===== src/rtl/mips_alu_pkg.sv =====
// Shared types and constants for the ID->EX operand stage: AluOp encodings,
// stage FSM states and the buffered-op entry layout.
package mips_alu_pkg;

  localparam int OP_DATA_W = 32;
  localparam int OP_REG_AW = 5;

  // bit1 inverts B and sets carry-in; bit3 selects the sign of the difference
  localparam logic [3:0] ALU_ADD = 4'b0000;
  localparam logic [3:0] ALU_SUB = 4'b0010;
  localparam logic [3:0] ALU_SLT = 4'b1010;

  typedef enum logic [1:0] {
    EMPTY = 2'd0,
    ONE   = 2'd1,
    TWO   = 2'd2
  } opstage_state_t;

  typedef struct packed {
    logic [OP_DATA_W-1:0] a;
    logic [OP_DATA_W-1:0] b;
    logic [OP_REG_AW-1:0] rs;
    logic [OP_REG_AW-1:0] rt;
    logic                 b_is_imm;
    logic [3:0]           alu_op;
    logic [OP_REG_AW-1:0] rd;
    logic                 reg_write;
  } opstage_entry_t;

  localparam opstage_entry_t ENTRY_RESET = '{alu_op: ALU_ADD, default: '0};

endpackage


===== src/rtl/alu_operand_stage_fwd_mux.sv =====
// Forwarding select for one operand: EX/MEM beats MEM/WB, register 0 never
// forwards, otherwise the supplied default value passes through.
module opstage_fwd_mux #(
  parameter int DATA_W = 32,
  parameter int REG_AW = 5
) (
  input  logic [REG_AW-1:0] addr,
  input  logic [DATA_W-1:0] dflt,
  input  logic              exmem_wr,
  input  logic [REG_AW-1:0] exmem_rd,
  input  logic [DATA_W-1:0] exmem_result,
  input  logic              memwb_wr,
  input  logic [REG_AW-1:0] memwb_rd,
  input  logic [DATA_W-1:0] memwb_result,
  output logic [DATA_W-1:0] value
);

  logic nonzero;
  assign nonzero = (addr != '0);

  always_comb begin
    value = dflt;
    if (nonzero && exmem_wr && (exmem_rd == addr)) begin
      value = exmem_result;
    end else if (nonzero && memwb_wr && (memwb_rd == addr)) begin
      value = memwb_result;
    end
  end

endmodule


===== src/rtl/alu_operand_stage.sv =====
// ID->EX operand stage: two-entry skid buffer with registered in_ready.
// Forwarding and refresh of held operands are enabled by OPSTAGE_FWD_EN.
module alu_operand_stage
  import mips_alu_pkg::*;
#(
  parameter int DATA_W = OP_DATA_W,
  parameter int REG_AW = OP_REG_AW
) (
  input  logic              clk,
  input  logic              rst,
  input  logic              in_valid,
  output logic              in_ready,
  input  logic [REG_AW-1:0] in_rs_addr,
  input  logic [REG_AW-1:0] in_rt_addr,
  input  logic [DATA_W-1:0] in_rs_data,
  input  logic [DATA_W-1:0] in_rt_data,
  input  logic [DATA_W-1:0] in_imm,
  input  logic              in_alu_src,
  input  logic [3:0]        in_alu_op,
  input  logic [REG_AW-1:0] in_rd_addr,
  input  logic              in_reg_write,
  input  logic              flush,
  input  logic              exmem_wr,
  input  logic [REG_AW-1:0] exmem_rd,
  input  logic [DATA_W-1:0] exmem_result,
  input  logic              memwb_wr,
  input  logic [REG_AW-1:0] memwb_rd,
  input  logic [DATA_W-1:0] memwb_result,
  output logic              out_valid,
  input  logic              out_ready,
  output logic [DATA_W-1:0] alu_a,
  output logic [DATA_W-1:0] alu_b,
  output logic [3:0]        alu_op,
  output logic [REG_AW-1:0] out_rd_addr,
  output logic              out_reg_write
);

  opstage_state_t state, state_n;
  opstage_entry_t head, skid, head_n, skid_n;
  opstage_entry_t head_ref, skid_ref, cap;
  logic [DATA_W-1:0] cap_a, cap_rt;
  logic push, pop;

`ifdef OPSTAGE_FWD_EN
  logic [DATA_W-1:0] head_a_f, head_b_f, skid_a_f, skid_b_f;

  opstage_fwd_mux #(.DATA_W(DATA_W), .REG_AW(REG_AW)) u_cap_a (
    .addr(in_rs_addr), .dflt(in_rs_data),
    .exmem_wr(exmem_wr), .exmem_rd(exmem_rd), .exmem_result(exmem_result),
    .memwb_wr(memwb_wr), .memwb_rd(memwb_rd), .memwb_result(memwb_result),
    .value(cap_a));

  opstage_fwd_mux #(.DATA_W(DATA_W), .REG_AW(REG_AW)) u_cap_b (
    .addr(in_rt_addr), .dflt(in_rt_data),
    .exmem_wr(exmem_wr), .exmem_rd(exmem_rd), .exmem_result(exmem_result),
    .memwb_wr(memwb_wr), .memwb_rd(memwb_rd), .memwb_result(memwb_result),
    .value(cap_rt));

  // Held entries default to their own value, so a miss simply holds.
  opstage_fwd_mux #(.DATA_W(DATA_W), .REG_AW(REG_AW)) u_head_a (
    .addr(head.rs), .dflt(head.a),
    .exmem_wr(exmem_wr), .exmem_rd(exmem_rd), .exmem_result(exmem_result),
    .memwb_wr(memwb_wr), .memwb_rd(memwb_rd), .memwb_result(memwb_result),
    .value(head_a_f));

  opstage_fwd_mux #(.DATA_W(DATA_W), .REG_AW(REG_AW)) u_head_b (
    .addr(head.rt), .dflt(head.b),
    .exmem_wr(exmem_wr), .exmem_rd(exmem_rd), .exmem_result(exmem_result),
    .memwb_wr(memwb_wr), .memwb_rd(memwb_rd), .memwb_result(memwb_result),
    .value(head_b_f));

  opstage_fwd_mux #(.DATA_W(DATA_W), .REG_AW(REG_AW)) u_skid_a (
    .addr(skid.rs), .dflt(skid.a),
    .exmem_wr(exmem_wr), .exmem_rd(exmem_rd), .exmem_result(exmem_result),
    .memwb_wr(memwb_wr), .memwb_rd(memwb_rd), .memwb_result(memwb_result),
    .value(skid_a_f));

  opstage_fwd_mux #(.DATA_W(DATA_W), .REG_AW(REG_AW)) u_skid_b (
    .addr(skid.rt), .dflt(skid.b),
    .exmem_wr(exmem_wr), .exmem_rd(exmem_rd), .exmem_result(exmem_result),
    .memwb_wr(memwb_wr), .memwb_rd(memwb_rd), .memwb_result(memwb_result),
    .value(skid_b_f));

  always_comb begin
    head_ref   = head;
    head_ref.a = head_a_f;
    if (!head.b_is_imm) head_ref.b = head_b_f;
    skid_ref   = skid;
    skid_ref.a = skid_a_f;
    if (!skid.b_is_imm) skid_ref.b = skid_b_f;
  end
`else
  logic unused_fwd;

  assign cap_a      = in_rs_data;
  assign cap_rt     = in_rt_data;
  assign head_ref   = head;
  assign skid_ref   = skid;
  assign unused_fwd = ^{exmem_wr, exmem_rd, exmem_result,
                        memwb_wr, memwb_rd, memwb_result};
`endif

  always_comb begin
    cap           = ENTRY_RESET;
    cap.a         = cap_a;
    cap.b         = in_alu_src ? in_imm : cap_rt;
    cap.rs        = in_rs_addr;
    cap.rt        = in_rt_addr;
    cap.b_is_imm  = in_alu_src;
    cap.alu_op    = in_alu_op;
    cap.rd        = in_rd_addr;
    cap.reg_write = in_reg_write;
  end

  // Handshake: a transfer happens on a rising edge where valid and ready are
  // both high; valid never waits on ready, and ready here is a pure flop.
  assign push = in_valid & in_ready;
  assign pop  = out_valid & out_ready;

  always_comb begin
    state_n = state;
    head_n  = head_ref;
    skid_n  = skid_ref;
    case (state)
      EMPTY: begin
        if (push) begin
          head_n  = cap;
          state_n = ONE;
        end
      end
      ONE: begin
        if (push && pop) begin
          head_n = cap;
        end else if (push) begin
          skid_n  = cap;
          state_n = TWO;
        end else if (pop) begin
          state_n = EMPTY;
        end
      end
      TWO: begin
        if (pop) begin
          head_n  = skid_ref;
          state_n = ONE;
        end
      end
      default: state_n = EMPTY;
    endcase
    if (flush) state_n = EMPTY;
  end

  always_ff @(posedge clk or posedge rst) begin
    if (rst) begin
      state    <= EMPTY;
      in_ready <= 1'b1;
      head     <= ENTRY_RESET;
      skid     <= ENTRY_RESET;
    end else begin
      state    <= state_n;
      in_ready <= (state_n != TWO);
      head     <= head_n;
      skid     <= skid_n;
    end
  end

  assign out_valid     = (state != EMPTY);
  assign alu_a         = head.a;
  assign alu_b         = head.b;
  assign alu_op        = head.alu_op;
  assign out_rd_addr   = head.rd;
  assign out_reg_write = head.reg_write;

endmodule


===== config.mk =====
export PLATFORM = sky130hd
export DESIGN_NAME = alu_operand_stage
export DESIGN_NICKNAME = d
export VERILOG_FILES = /design/src/rtl/mips_alu_pkg.sv /design/src/rtl/alu_operand_stage_fwd_mux.sv /design/src/rtl/alu_operand_stage.sv
export SDC_FILE = /design/constraint.sdc
export NUM_CORES = 1
export LEC_CHECK = 0
export BUFFER_PORTS_ARGS = -buffer_cell sky130_fd_sc_hd__buf_2
export CAP_MARGIN = 20
export CORE_MARGIN = 5
export CORE_UTILIZATION = 48
export DETAILED_ROUTE_END_ITERATION = 6
export PLACE_DENSITY = 0.85
export SLEW_MARGIN = 5
export SYNTH_ARGS = -nofsm -noshare
export SYNTH_HDL_FRONTEND = slang
export SYNTH_HIERARCHICAL = 1
export SYNTH_SLANG_ARGS = --single-unit

===== constraint.sdc =====
create_clock -name clk -period 6.8 [get_ports clk]
set_clock_uncertainty 0.2 [all_clocks]
set_input_delay 1.02 -clock clk [delete_from_list [all_inputs] [get_ports clk]]
set_output_delay 1.02 -clock clk [all_outputs]
set_load 0.05 [all_outputs]

==> results.json, run 1 <==
{
  "layout_setup_ws_ns": 4.09,
  "synth_area_leader_cell": "dfrtp_1",
  "die_y_um": 127,
  "firstDrtPassIters": 5,
  "worstHoldStart": "skid[3]",
  "reg2reg_slack_ns": 4.29,
  "cts_root_buffer": "clkbuf_16",
  "netlist.area_leader.share_pct": 57.3,
  "cpMaxStageDelayCell": "dfrtp_1",
  "coreArea_um2": 13300,
  "track_usage_pct": 18.7,
  "fp.dieW_um": 127,
  "worst_slew_pin_slew_ns": 0.936,
  "final_layout_size_suffix_gt1_share_pct": 34.4,
  "n_fill_cell": 1088,
  "slowest_delay_ns": 0.52,
  "grt_pass1_vias": 5045,
  "cp.arrival_ns": 1.49,
  "r2r_cells": 4,
  "cts.reportedPaths.clkPinSlew_ns": 0.06,
  "holdBufCountCts": 0,
  "cts_sinks": 151,
  "worstReg2RegEnd": "out_rd_addr[1]",
  "gp_congestion": 0.728,
  "diodes": 0,
  "row_count": 42,
  "numCtsBuffers": 17,
  "place_hpwl_um": 9950,
  "antenna_left": 0,
  "synth_area_per_cell_um2": 10.9,
  "io_pins": 274,
  "grt_pass1_wl_um": 24400,
  "insertion_delay_ns": 0.40,
  "hp-class": "reg2reg",
  "grt.met1_usage_pct": 23.4,
  "clock_path_buffers": 2,
  "gr-total-overflow": 0,
  "drt_iter0_drc": 225,
  "routed_wl_um": 14600,
  "hold_depth": 1,
  "cp-end-kind": "output pin",
  "synth_compound_area_share_pct": 11.1,
  "ys_ff_latch": 151,
  "fmax_ghz": 0.369,
  "crit_path_start_kind": "flop",
  "critical_path_required_ns": 5.58,
  "whs_ns": 0.304,
  "synth-simple-area-share_pct": 8.94,
  "synth_top_family_by_area": "multiplexers",
  "syn2layout_area_growth_pct": 24.2,
  "maxCapViolations": 0,
  "nets": 969,
  "rsz0062_at_grt": "no",
  "min_period_ns": 2.71,
  "final_core_util_pct": 61.2,
  "worstHoldEndpoint": "skid[3]",
  "status": "completed",
  "worstPathCellList": "or2_2 -> buf_2",
  "via_per_inst": 5.10,
  "grt_max_degree": 98,
  "yosys-mux-area-fraction_pct": 18.7,
  "cts-resized-gates": 0,
  "synth-adder-area-share_pct": 0,
  "r2r-start": "state[1]",
  "layout_commonest_cell": "buf_2",
  "syn_inst": 603,
  "powerDensity_nw_per_um2": 354,
  "crit_start": "state[1]",
  "critPathTopFamily": "flip-flops",
  "top_usage_layer": "met2",
  "htree_levels": 4,
  "start_util_pct": 49.3,
  "synth.area.top_cells": "dfrtp_1, mux2i_1, a21oi_1",
  "total_power_mw": 2.88,
  "setup_violations": 0,
  "portBuffers": 187,
  "cts_tree": "yes",
  "dp_slack_ns": 3.92,
  "crit_path_max_fanout": 9,
  "syn_area_um2": 6550,
  "relSlewSlack_pct": 37.6,
  "yosys_warnings": 6,
  "cts_setup_buffers": 0,
  "cp_num_buf_inv": 1,
  "ys_seq_area_share_pct": 57.7,
  "period_share_pct": 39.8,
  "most-common-layout-cells": "buf_2, dfrtp_1, nor2_1, a21oi_1, mux2i_1",
  "tns_ns": 0,
  "vias": 4882,
  "grt_util_met2_pct": 30.6,
  "antenna_found_initial": 0,
  "post_drt_wl_per_cell_um": 15.2,
  "drc_errors": 0,
  "leakage_nw": 4.07,
  "syn_nets": 801,
  "final-max-slew-violation-count": 0,
  "synthXorXnorAreaFrac_pct": 0,
  "gr-usage-met3_pct": 7.57,
  "ir_worst_vdd_mv": 0.199,
  "critPathKind": "reg2out",
  "die-area_um2": 16100,
  "hold_violations": 0,
  "synth_cell_types": 22
}
-- worst reg2reg max path, stage by stage (launching register included) --
cell and delay [ns]:
dfrtp_1 0.52, nand2b_4 0.48, buf_4 0.74, mux2i_1 0.32, a21oi_1 0.10
-- stage by stage --
step	area, um2	std cells
final	8140	958
after global routing	8140	958
after CTS	8140	958
after detailed placement	7550	928
after global placement	7550	928
after floorplan	6550	603
-- sequential cells by signal, summed over array words and instances (netlist names) --
signal	cells
skid	74
alu_a	32
alu_b	32
out_rd_addr	5
alu_op	4
state	2
in_ready	1
out_reg_write	1
-- final cells by class --
type                            instances  area, um2  share of cell area [%]
Clock buffer                           22        464                    5.71
Clock inverter                          8        124                    1.52
Inverter                                2       12.5                   0.154
Multi-Input combinational cell        406       2550                    31.4
Sequential cell                       151       3780                    46.5
Tap cell                              176        220                    2.71
Timing Repair Buffer                  193        981                    12.1
-- cell families after synthesis --
| group | count (synthesis) |
|---|---|
| flip-flops | 151 |
| AND/OR/NAND/NOR | 147 |
| AO/OA/AOI/OAI | 142 |
| multiplexers | 117 |
| buffers and inverters | 46 |
-- worst max path at each step --
stage | cells after the start | to
floorplan | 1 | alu_a[0]
global placement | 5 | skid[59]
detailed placement | 5 | skid[67]
CTS | 2 | out_valid
global route | 2 | out_valid
finish | 2 | out_valid
-- per-layer routing --
layer	vias up	wire length [um]	share of wire, %
li1	2398	-	-
met1	2355	6170	42
met2	127	7170	49
met3	2	1220	8.3
met4	0	38	0.26
met5	-	0	0
-- cells in the mapped netlist --
master    instances
dfstp_2           1
buf_2            33
nor3b_4           1
dfrtp_1         150
o31ai_2           1
nand2b_1          1
inv_1             2
nor2_1          107
nand4b_1          1
nor2b_2           1
or2_2             1
o22a_1            1
nand2_1          34
nand3b_1          1
mux2i_1          75
o21ai_0          32
clkbuf_1          6
a211o_1           1
o21a_1            1
mux2_2           42
a21oi_1         106
buf_4             5
-- power by group --
part | internal [mW] | leakage, nW | total (mW) | switching (mW)
combinational | 0.230 | 2.07 | 0.726 | 0.496
clock | 0.592 | 0.282 | 0.938 | 0.345
sequential | 1.11 | 1.72 | 1.22 | 0.105
total | 1.93 | 4.07 | 2.88 | 0.946
No activity file was read; power rests on OpenSTA's default activity.
==> run 2, diff against run 1 <==
Clock period 6.8 ns to 2.78 ns, I/O delays scaled along.
==> results.json, run 2 (synthesis results as in run 1) <==
{
  "diodes": 0,
  "antenna_left": 0,
  "n_fill_cell": 1084,
  "numCtsBuffers": 17,
  "crit_path_max_fanout": 33,
  "grt_pass1_vias": 4994,
  "whs_ns": 0.0393,
  "most-common-layout-cells": "buf_2, dfrtp_1, nor2_1, a21oi_1, mux2i_1",
  "place_hpwl_um": 10300,
  "vias": 4970,
  "leakage_nw": 4.17,
  "gp_congestion": 0.740,
  "hp-class": "in2reg",
  "cts_tree": "yes",
  "grt_max_degree": 85,
  "drc_errors": 0,
  "rsz0062_at_grt": "no",
  "final_layout_size_suffix_gt1_share_pct": 34.9,
  "setup_violations": 0,
  "insertion_delay_ns": 0.42,
  "dp_slack_ns": 0.561,
  "cp-end-kind": "flop",
  "multi_input_area_um2": 2550,
  "worstPathCellList": "nand2_1 -> nor3b_4 -> buf_4 -> mux2_2",
  "track_usage_pct": 19.2,
  "drt_iter0_drc": 238,
  "post_drt_wl_per_cell_um": 15.5,
  "cp.arrival_ns": 2.28,
  "period_share_pct": 78.3,
  "layout_setup_ws_ns": 0.604,
  "gr-total-overflow": 0,
  "largest_reg_flops": 74,
  "fin_cells": 967,
  "grt_pass1_wl_um": 24700,
  "die_y_um": 127,
  "io_pins": 274,
  "critPathKind": "reg2reg",
  "relSlewSlack_pct": 56.6,
  "ir_worst_vdd_mv": 0.590,
  "antenna_found_initial": 0,
  "via_per_inst": 5.14,
  "tns_ns": 0,
  "worst_slew_pin_slew_ns": 0.651,
  "routed_wl_um": 15000,
  "maxCapViolations": 0,
  "cts_root_buffer": "clkbuf_16",
  "htree_levels": 4,
  "hold_violations": 0,
  "fp.dieW_um": 127,
  "final_core_util_pct": 62.8,
  "portBuffers": 187,
  "reg2reg_slack_ns": 0.60,
  "firstDrtPassIters": 4,
  "clock_path_buffers": 2,
  "die-area_um2": 16100,
  "status": "completed",
  "cpMaxStageDelayCell": "dfstp_2",
  "critPathTopFamily": "flip-flops",
  "final-max-slew-violation-count": 0,
  "nets": 976,
  "row_count": 42,
  "crit_path_start_kind": "flop",
  "fmax_ghz": 0.459,
  "cts-resized-gates": 0,
  "cts.reportedPaths.clkPinSlew_ns": 0.06,
  "slowest_delay_ns": 0.54,
  "layout_commonest_cell": "buf_2",
  "cts_sinks": 151,
  "critical_path_required_ns": 2.88,
  "dp_cells": 933,
  "cp_num_buf_inv": 1,
  "largest_register": "skid",
  "syn2layout_area_growth_pct": 27.5,
  "start_util_pct": 49.3,
  "powerDensity_nw_per_um2": 889,
  "register_area_um2": 3780,
  "coreArea_um2": 13300,
  "min_period_ns": 2.18
}
## run 2: changes by cell type in the layout (fill, tap and decap cells not counted), sizes merged
| cell | delta |
|---|---|
| buf | +5 |
| clkbuf | +2 |
| clkinv | -2 |
| dlygate4sd3 | +2 |
| inv | -1 |
| bufinv | +3 |
## run 2: path summary, 6_finish.rpt
| path | from | cells after the start | to |
|---|---|---|---|
| worst max-delay path | in_ready | 4 | skid[7] |
| worst min-delay path | in_rs_data[19] | 2 | skid[72] |
| worst max register to register | in_ready | 4 | skid[7] |
| worst min register to register | skid[64] | 1 | skid[64] |
| max in group asynchronous | rst | 4 | out_rd_addr[1] |
| min in group asynchronous | rst | 3 | alu_b[21] |
## run 2: power breakdown
| part | switching [mW] | internal, mW | leakage [nW] |
|---|---|---|---|
| Clock | 0.862 | 1.78 | 0.331 |
| Combinational | 1.22 | 0.578 | 2.12 |
| Sequential | 0.263 | 2.72 | 1.72 |
## run 2: cell type report
cell class                 count  share of cell area, %
clock buffer                  24                   5.89
inverter                       2                  0.135
tap                          176                   2.64
multi-input combinational    406                   30.6
clock inverter                 8                   2.31
sequential                   151                   45.3
timing repair buffer         200                   13.2
## run 2: worst register-to-register path: cells and delay by family (launching register included)
family	cells	cell delay, ns
DFF	1	0.54
buffers and inverters	1	0.45
and+or+nand+nor	2	0.45
muxes	1	0.42
## run 2: what timing repair did
action	CTS	global route
hold endpoints to repair	9	0
hold buffers	2	0
buffers inserted	0	0
setup endpoints to repair	0	0
## run 2: through the flow
| step | instance area, um2 | total power, mW |
|---|---|---|
| 6_report | 8350 | 7.42 |
| 5_1_grt | 8350 | 7.79 |
| 3_3_place_gp | 7650 | 4.75 |
| 2_1_floorplan | 6550 | 4.32 |
| 3_5_place_dp | 7650 | 4.83 |
| 4_1_cts | 8350 | 7.50 |
## run 2: per-layer routing
layer  track usage, %  part of all wire (%)  vias up
li1                 -                     -     2427
met3             6.77                   8.4       12
met5                0                     0        -
met4             6.62                   1.0        0
met2             31.2                    49      158
met1             23.9                    42     2373
